**src/rtl/vector_phosphor.sv**
```systemverilog
// vector_phosphor: display stage for a 256x256 byte framebuffer.
// Each pixel strobe inside the visible area reads one framebuffer byte
// ([7:4] colour index, [3:0] intensity), writes back a decayed copy for
// phosphor-style persistence, and drives RGBA scaled by the palette entry.
//
// Ports:
//   clk, reset          clock, asynchronous active-low reset
//   ce_pix, hcnt, vcnt  pixel strobe and scan position (valid with ce_pix)
//   vblank              vertical blank, rising edge advances the decay frame counter
//   cs, addr, data_in,  CPU register port; data_out is registered, 1 clk latency
//   write, data_out
//   fb_addr, fb_rdata   framebuffer read (data 1 clk after address)
//   fb_wr, fb_wdata     framebuffer write-back to the same address
//   phos_r/g/b, phos_a  colour outputs and lit flag
module vector_phosphor #(
  parameter int FB_ADDR_WIDTH = 16,
  parameter int FB_DIM        = 256
) (
  input  logic                     clk,
  input  logic                     reset,
  input  logic                     ce_pix,
  input  logic [8:0]               hcnt,
  input  logic [8:0]               vcnt,
  input  logic                     vblank,
  input  logic                     cs,
  input  logic [6:0]               addr,
  input  logic [7:0]               data_in,
  input  logic                     write,
  output logic [7:0]               data_out,
  output logic [FB_ADDR_WIDTH-1:0] fb_addr,
  input  logic [7:0]               fb_rdata,
  output logic                     fb_wr,
  output logic [7:0]               fb_wdata,
  output logic [7:0]               phos_r,
  output logic [7:0]               phos_g,
  output logic [7:0]               phos_b,
  output logic                     phos_a
);

  typedef enum logic [1:0] {
    S_IDLE = 2'd0,
    S_ADDR = 2'd1,
    S_DATA = 2'd2,
    S_OUT  = 2'd3
  } state_e;

  // Channel scaled by (intensity+1)/16; 13-bit product, low 8 bits of the shifted value.
  function automatic logic [7:0] scale_ch(input logic [7:0] ch, input logic [3:0] i);
    logic [12:0] prod;
    prod = 13'(ch) * (13'(i) + 13'd1);
    return 8'(prod >> 4);
  endfunction

  // Saturating intensity decay; a pixel that reaches zero is fully cleared.
  function automatic logic [7:0] decay_byte(input logic [7:0] b, input logic en,
                                            input logic [3:0] step);
    logic [3:0] ni;
    if (!en) begin
      ni = b[3:0];
    end else if (b[3:0] > step) begin
      ni = b[3:0] - step;
    end else begin
      ni = 4'd0;
    end
    return (ni == 4'd0) ? 8'h00 : {b[7:4], ni};
  endfunction

  logic [7:0] pal_r_q [16];
  logic [7:0] pal_g_q [16];
  logic [7:0] pal_b_q [16];
  logic [3:0] decay_step_q, decay_div_q, frame_cnt_q;
  logic       vblank_q;
  logic [7:0] data_out_q, data_out_d, rd_data_s;
  logic       pal_we_s, decay_en_s, in_area_s;

  state_e                   state_q, state_d;
  logic [FB_ADDR_WIDTH-1:0] fb_addr_q, fb_addr_d;
  logic                     fb_wr_q, fb_wr_d, phos_a_q, phos_a_d;
  logic [7:0]               fb_wdata_q, fb_wdata_d, pix_q, pix_d;
  logic [7:0]               phos_r_q, phos_r_d, phos_g_q, phos_g_d, phos_b_q, phos_b_d;

  // Offset 3 of each palette entry is reserved and never stored.
  assign pal_we_s   = cs && write && !addr[6] && (addr[1:0] != 2'd3);
  assign decay_en_s = (frame_cnt_q == 4'd0) && (decay_step_q != 4'd0);
  assign in_area_s  = (hcnt < 9'(FB_DIM)) && (vcnt < 9'(FB_DIM));
  assign data_out_d = (cs && !write) ? rd_data_s : data_out_q;

  // CPU read decode.
  always_comb begin
    rd_data_s = 8'h00;
    if (!addr[6]) begin
      case (addr[1:0])
        2'd0:    rd_data_s = pal_r_q[addr[5:2]];
        2'd1:    rd_data_s = pal_g_q[addr[5:2]];
        2'd2:    rd_data_s = pal_b_q[addr[5:2]];
        default: rd_data_s = 8'h00;
      endcase
    end else if (addr == 7'h40) begin
      rd_data_s = {4'h0, decay_step_q};
    end else if (addr == 7'h41) begin
      rd_data_s = {4'h0, decay_div_q};
    end else begin
      rd_data_s = 8'h00;
    end
  end

  // CPU-visible registers: palette, decay controls, read data.
  always_ff @(posedge clk or negedge reset) begin
    if (!reset) begin
      for (int k = 0; k < 16; k++) begin
        pal_r_q[k] <= 8'(k * 17);
        pal_g_q[k] <= 8'(k * 17);
        pal_b_q[k] <= 8'(k * 17);
      end
      decay_step_q <= 4'd1;
      decay_div_q  <= 4'd0;
      data_out_q   <= 8'h00;
    end else begin
      data_out_q <= data_out_d;
      if (pal_we_s) begin
        case (addr[1:0])
          2'd0:    pal_r_q[addr[5:2]] <= data_in;
          2'd1:    pal_g_q[addr[5:2]] <= data_in;
          default: pal_b_q[addr[5:2]] <= data_in;
        endcase
      end
      if (cs && write && (addr == 7'h40)) decay_step_q <= data_in[3:0];
      if (cs && write && (addr == 7'h41)) decay_div_q  <= data_in[3:0];
    end
  end

  // Frame counter: decay is applied only on frames where it reads zero.
  always_ff @(posedge clk or negedge reset) begin
    if (!reset) begin
      vblank_q    <= 1'b0;
      frame_cnt_q <= 4'd0;
    end else begin
      vblank_q <= vblank;
      if (vblank && !vblank_q) begin
        // >= also recovers if decay_div is lowered below the running count.
        frame_cnt_q <= (frame_cnt_q >= decay_div_q) ? 4'd0 : frame_cnt_q + 4'd1;
      end
    end
  end

  // Pixel FSM next-state and output logic.
  always_comb begin
    state_d    = state_q;
    fb_addr_d  = fb_addr_q;
    fb_wr_d    = 1'b0;
    fb_wdata_d = fb_wdata_q;
    pix_d      = pix_q;
    phos_r_d   = phos_r_q;
    phos_g_d   = phos_g_q;
    phos_b_d   = phos_b_q;
    phos_a_d   = phos_a_q;
    case (state_q)
      S_IDLE: begin
        if (ce_pix && in_area_s) begin
          fb_addr_d = FB_ADDR_WIDTH'({vcnt[7:0], hcnt[7:0]});
          state_d   = S_ADDR;
        end else if (ce_pix) begin
          phos_r_d = 8'h00;
          phos_g_d = 8'h00;
          phos_b_d = 8'h00;
          phos_a_d = 1'b0;
        end else begin
          state_d = S_IDLE;
        end
      end
      S_ADDR: state_d = S_DATA;
      S_DATA: begin
        pix_d      = fb_rdata;
        fb_wdata_d = decay_byte(fb_rdata, decay_en_s, decay_step_q);
        fb_wr_d    = 1'b1;
        state_d    = S_OUT;
      end
      S_OUT: begin
        // Display uses the intensity as read, before decay.
        if (pix_q[3:0] == 4'd0) begin
          phos_r_d = 8'h00;
          phos_g_d = 8'h00;
          phos_b_d = 8'h00;
          phos_a_d = 1'b0;
        end else begin
          phos_r_d = scale_ch(pal_r_q[pix_q[7:4]], pix_q[3:0]);
          phos_g_d = scale_ch(pal_g_q[pix_q[7:4]], pix_q[3:0]);
          phos_b_d = scale_ch(pal_b_q[pix_q[7:4]], pix_q[3:0]);
          phos_a_d = 1'b1;
        end
        state_d = S_IDLE;
      end
      default: state_d = S_IDLE;
    endcase
  end

  // Pixel FSM state and registered outputs.
  always_ff @(posedge clk or negedge reset) begin
    if (!reset) begin
      state_q    <= S_IDLE;
      fb_addr_q  <= '0;
      fb_wr_q    <= 1'b0;
      fb_wdata_q <= 8'h00;
      pix_q      <= 8'h00;
      phos_r_q   <= 8'h00;
      phos_g_q   <= 8'h00;
      phos_b_q   <= 8'h00;
      phos_a_q   <= 1'b0;
    end else begin
      state_q    <= state_d;
      fb_addr_q  <= fb_addr_d;
      fb_wr_q    <= fb_wr_d;
      fb_wdata_q <= fb_wdata_d;
      pix_q      <= pix_d;
      phos_r_q   <= phos_r_d;
      phos_g_q   <= phos_g_d;
      phos_b_q   <= phos_b_d;
      phos_a_q   <= phos_a_d;
    end
  end

  assign data_out = data_out_q;
  assign fb_addr  = fb_addr_q;
  assign fb_wr    = fb_wr_q;
  assign fb_wdata = fb_wdata_q;
  assign phos_r   = phos_r_q;
  assign phos_g   = phos_g_q;
  assign phos_b   = phos_b_q;
  assign phos_a   = phos_a_q;

endmodule

```
**config.mk**
```make
export PLATFORM = sky130hd
export DESIGN_NAME = vector_phosphor
export DESIGN_NICKNAME = d
export VERILOG_FILES = /design/src/rtl/vector_phosphor.sv
export SDC_FILE = /design/constraint.sdc
export NUM_CORES = 1
export LEC_CHECK = 0
export BUFFER_PORTS_ARGS = -buffer_cell sky130_fd_sc_hd__clkbuf_2
export CAP_MARGIN = 5
export CORE_UTILIZATION = 25
export CTS_BUF_LIST = sky130_fd_sc_hd__clkbuf_16
export DETAILED_ROUTE_END_ITERATION = 10
export GPL_ROUTABILITY_DRIVEN = 1
export PLACE_DENSITY_LB_ADDON = 0.25
export SYNTH_ARGS = -nofsm -noshare
export SYNTH_HDL_FRONTEND = slang
export SYNTH_SLANG_ARGS = --single-unit
```
**constraint.sdc**
```tcl
create_clock -name clk -period 11 [get_ports clk]
set_input_delay 0.55 -clock clk [delete_from_list [all_inputs] [get_ports clk]]
set_output_delay 0.55 -clock clk [all_outputs]
set_load 0.005 [all_outputs]
```
# Word level (Yosys, flattened, before mapping)
# Cells that the tools add are included.
[totals]
ff_bits = 465
out_inout_bits = 58
[op_classes]
addsub = 3
mul = 3
order_cmp = 7
n_eq_ne = 11
n_mux = 48
n_bitwise = 3
reduce_logical = 27
[op_table]
columns = ["operator", "n"]
rows = [
  ["128-bit bitwise mux", 3],
  ["8-bit binary-select mux with 4-bit select", 6],
  ["8-bit 2-to-1 mux", 20],
  ["8-bit one-hot mux with 2 select lines", 3],
  ["8-bit demux with 4-bit select", 1],
  ["8-bit by 13-bit multiplier with 12-bit output", 2],
  ["4-bit 2-to-1 mux", 6],
  ["8-bit one-hot mux with 3 select lines", 1],
  ["9-bit less-than comparator, second input constant", 2],
  ["7-bit == test, second input constant", 2],
  ["4-bit logical NOT", 3],
  ["8-bit by 5-bit multiplier with 12-bit output", 1],
  ["1-bit logical AND", 11],
  ["5-bit greater-or-equal comparator, second input constant", 2],
  ["4-bit NOT with 5-bit output", 2],
  ["2-bit one-hot mux with 4 select lines", 1],
  ["2-bit AND reduction", 4],
  ["2-bit == test, second input constant", 3],
  ["2-bit inequality test, second input constant", 3],
  ["4-bit by 1-bit adder with 5-bit output, second input constant", 1],
  ["5-bit by 1-bit less-than comparator with 1-bit output, second input constant", 1],
  ["4-bit by 1-bit adder with 4-bit output, second input constant", 1],
  ["2-bit by 1-bit == test with 1-bit output, second input constant", 2],
  ["4-bit greater-or-equal comparator", 1],
  ["13 further kinds", 20],
]

# Longest topological paths before layout
[depth]
word_depth = 7
ltp_mapped = 22

# Worst setup path after synthesis
# No wires, ideal clock.
[synth_timing]
kind = "register -> register"
startpoint = "reg pix_q[5]"
endpoint = "reg phos_g_q[6] (netlist: phos_g[6])"
arrival_ps = 5947
required_time_ps = 10878
slack_ps = 4932
stages_incl_launch_ff = 21
path_buffers = 5
path_cell_list = "dfrtp_1 > buf_2 > buf_1 > clkbuf_1 > buf_1 > clkbuf_1 > mux4_2 > mux4_2 > and2_1 > fa_1 > fa_1 > inv_1 > fa_1 > inv_1 > ha_1 > or3_1 > o21ai_0 > nor3_2 > o31a_1 > or3_1 > a32o_1"
[synth_between]
elab_chain_len = 7
[synth_lines]
columns = ["element", "line_no", "rtl"]
rows = [
  ["from (decl)", "79", "logic [7:0] fb_wdata_q, fb_wdata_d, pix_q, pix_d;"],
  ["from (signal assigned)", "214", "pix_q <= pix_d;"],
  ["4-bit NOT with 5-bit output (not written as such)", "187", "phos_g_d = scale_ch(pal_g_q[pix_q[7:4]], pix_q[3:0]);"],
  ["8-bit binary-select mux with 4-bit select", "187", ""],
  ["8-bit 2-to-1 mux (not written as such) (2 in a row)", "187", ""],
  ["8-bit by 13-bit multiplier with 12-bit output", "50", "prod = 13'(ch) * (13'(i) + 13'd1);"],
  ["8-bit 2-to-1 mux", "180", "if (pix_q[3:0] == 4'd0) begin"],
  ["8-bit one-hot mux with 2 select lines", "157", "case (state_q)"],
  ["to (signal assigned)", "216", "phos_g_q <= phos_g_d;"],
  ["to (decl)", "80", "logic [7:0] phos_r_q, phos_r_d, phos_g_q, phos_g_d, phos_b_q, phos_b_d;"],
]
# No other way between the ends. The select of a mux whose other input is x is not followed.
# A chain may end at the register's enable or synchronous reset.

# Worst setup path in the final report
[layout_timing]
startpoint = "reg pix_q[4]"
endpoint = "reg phos_r_q[6] (netlist: phos_r[6])"
[layout_between]
elab_chain_len = 7
[layout_lines]
columns = ["element", "line_no", "rtl"]
rows = [
  ["4-bit NOT with 5-bit output (not written as such)", "186", "phos_r_d = scale_ch(pal_r_q[pix_q[7:4]], pix_q[3:0]);"],
  ["8-bit binary-select mux with 4-bit select", "186", ""],
  ["8-bit 2-to-1 mux (not written as such) (2 in a row)", "186", ""],
  ["8-bit by 13-bit multiplier with 12-bit output", "50", ""],
  ["8-bit 2-to-1 mux", "180", ""],
  ["8-bit one-hot mux with 2 select lines", "157", ""],
  ["to (signal assigned)", "215", "phos_r_q <= phos_r_d;"],
  ["to (decl)", "80", ""],
]
# No other way between the ends. The select of a mux whose other input is x is not followed.

==> results.ini <==
[status]
status=finished clean

[clocking]
cts_root_buf=clkbuf_16
cts_resized=0
cts_num_sinks=465
clk_latency_ns=0.64
cts_tree=yes
cts.clk_slew.worst_paths_ns=0.06
post_cts_buffers=0
numCtsBuffers=55
htreeDepth=2
cts-hold-fix-buffers=0
clock_path_buffers=3

[sta]
fmax_mhz=155
holdWs_ns=0.00946
finalCriticalPeriod_ns=6.43
rsz0062_at_grt=false
report.final.slew_viol_count=0
slew_headroom_pct=13.1
finalSetupTns_ns=0
hold_viol=0
fin_ws_ns=4.57
finalSetupViolations=0
worst_pin_slew_ns=1.30
skew_ns=0.0403
timing.final.crit_share_pct=58.5

[placement]
place_congestion=0.789
port_buffers=104
placed_area_mm2=0.0295
place_inst=3358
preCtsSetupSlack_ns=4.49
dp_hpwl_mm=54.7

[grt]
grt_max_degree=125
grt_usage_pct=14.9
grt-ovfl-total=0
grt_pass1_wl_mm=124
antenna_found_initial=4
grt_pass1_vias=18600

[routing]
drc=0
num_vias=17100
ant_nets=0
post_drt_via_cell_ratio=4.95
wirelength_mm=82.3
drtPass1Iterations=5
drt_iter0_drc=1100
wl_per_cell_um=23.8

[worst_setup_path]
start_kind=flip-flop
worstPathRequired_ns=11.52
crit_path_start=pix_q[4]
r2r-end=phos_r[6]
crit_path_top_delay_cell=dfrtp_4
worstPathArrival_ns=6.96
r2r_slack_ns=4.57
crit_top_cell=fa_1
slowest_delay_ns=0.86
worst_setup_path_end_kind=flip-flop
crit_chain=buf_4 -> mux4_2 -> mux4_2 -> nand2_1 -> fa_1 -> fa_1 -> fa_1 -> inv_1 -> ha_1 -> or2_2 -> a21oi_1 -> nor3_2 -> o31a_1 -> or3_1 -> a32o_1
r2r.worst_path.cells=15
r2r-start=pix_q[4]
critical_path_class=flip-flop to flip-flop
cp_max_fo=39

[logic_synthesis]
synth_top_area_cell=dfrtp_1
synthArstFlopShare_pct=100
synth_cells=1943
avgSynthCellArea_um2=14.1
ys_ff_latch=465
syn_nets=2108
syn_area_mm2=0.0275
synthTopCellsByArea=dfrtp_1 25%, mux4_2 19%, dfstp_2 18%
yosysWarnings=0
synth_common_cells=405 x mux2_2, 272 x dfrtp_1, 233 x mux4_2
synthFlopType=dfrtp_1
synth_edf_count=0
yosysTopAreaCellShare_pct=24.8
yosysMostFrequentCell=mux2_2
yosysUniqueCellTypes=63
synth_seq_area_share_pct=43.3

[final_layout]
finalInstanceArea_mm2=0.0314
n_fill_cell=10900
area_growth_pct=14.3
drive_gt1_share_pct=52.7
ff_latch_area_mm2=0.0119
multiInputGateArea_mm2=0.0147
fin_util_pct=28.8
fin_cells=3463
nets=2166

[power_and_ir_drop]
cellPowerDensity_mw_per_mm2=173
total_power_mw=5.45
ir_worst_vdd_mv=0.123
leakagePower_nw=13.5

[hold_path]
hp-class=input port to asynchronous set/reset pin

[floorplan]
ios=105
initial_utilization_pct=25.2
die_width_um=333
rows=121
dieHeight_um=333
core_region_area_mm2=0.109
die-area_mm2=0.111

[flow_run]
max_cap_violations=0

-- final cells by class --
| type | count | share of cell area, % |
|---|---|---|
| multi-input cells | 1247 | 46.9 |
| flip-flops and latches | 465 | 37.9 |
| clock buffers | 55 | 4.39 |
| diodes | 1 | 0.00797 |
| clock inverters | 49 | 1.57 |
| inverters | 97 | 1.16 |
| repair buffers | 135 | 2.46 |
| well taps | 1414 | 5.64 |
-- flip-flops by register name, summed over array words and instances (netlist names), 16 cells and up --
name     count
pal_r_q    128
pal_b_q    128
pal_g_q    128
fb_addr     16
-- layer usage --
| metal | vias to the layer above | GRT usage (%) | part of all wire, % |
|---|---|---|---|
| met4 | 6 | 3.55 | 2.0 |
| met1 | 9253 | 20.4 | 46 |
| met5 | - | 0 | 0.045 |
| met3 | 112 | 3.09 | 5.5 |
| met2 | 398 | 23.9 | 47 |
| li1 | 7362 | - | - |
-- kinds of logic after synthesis --
| group | synth area share [%] |
|---|---|
| muxes | 36.6 |
| buffers and inverters | 3.29 |
| xor gates and xnor gates | 0.829 |
| adders and majority gates | 6.72 |
| and+or+nand+nor | 5.88 |
| AOI/OAI and AO/OA | 3.45 |
| DFF | 43.3 |
-- layout by cell type, fill, tap and decap left out, types with 7 or more instances in the layout --
cell type	synthesis	routed
mux2_2	405	405
dfrtp_1	272	269
mux4_2	233	233
dfstp_2	193	193
nand2_1	117	117
inv_1	95	103
clkbuf_2	0	101
ha_1	69	69
and2_1	62	62
clkbuf_16	0	55
fa_1	49	49
nor2_1	42	42
o21ai_0	37	37
buf_4	0	32
xnor2_1	17	17
nor3_1	18	17
a21oi_1	17	17
clkinv_1	0	17
mux2i_1	14	14
nand3_1	13	13
nor2b_1	12	12
nand2b_1	11	11
nor3_2	10	11
xor2_1	9	9
clkinv_2	0	9
o22ai_1	8	8
a22o_1	8	8
bufinv_16	0	8
a32o_1	7	7
-- worst max-delay path: cells and delay by family, from the launching register on --
family	cells	cell delay, ns
AO/OA/AOI/OAI	3	0.84
buffers and inverters	2	0.82
multiplexers	2	1.20
adder cells (fa/ha/maj)	4	1.69
flip-flops	1	0.86
AND/OR/NAND/NOR	4	0.86
-- how the worst max path moves through the flow --
stage / endpoint / slack [ns]
after floorplan: phos_g[6] / 4.93
after CTS: phos_r[6] / 4.50
after global placement: phos_r[6] / 4.55
after detailed placement: phos_r[6] / 4.49
final: phos_r[6] / 4.57
after global routing: phos_r[6] / 4.23
-- power by group --
part / total [mW] / switching (mW) / internal, mW
logic: 1.48 / 0.844 / 0.637
registers: 2.07 / 0.179 / 1.89
clock network: 1.89 / 0.789 / 1.10
total: 5.45 / 1.81 / 3.63
(Power assumes the default switching activity.)
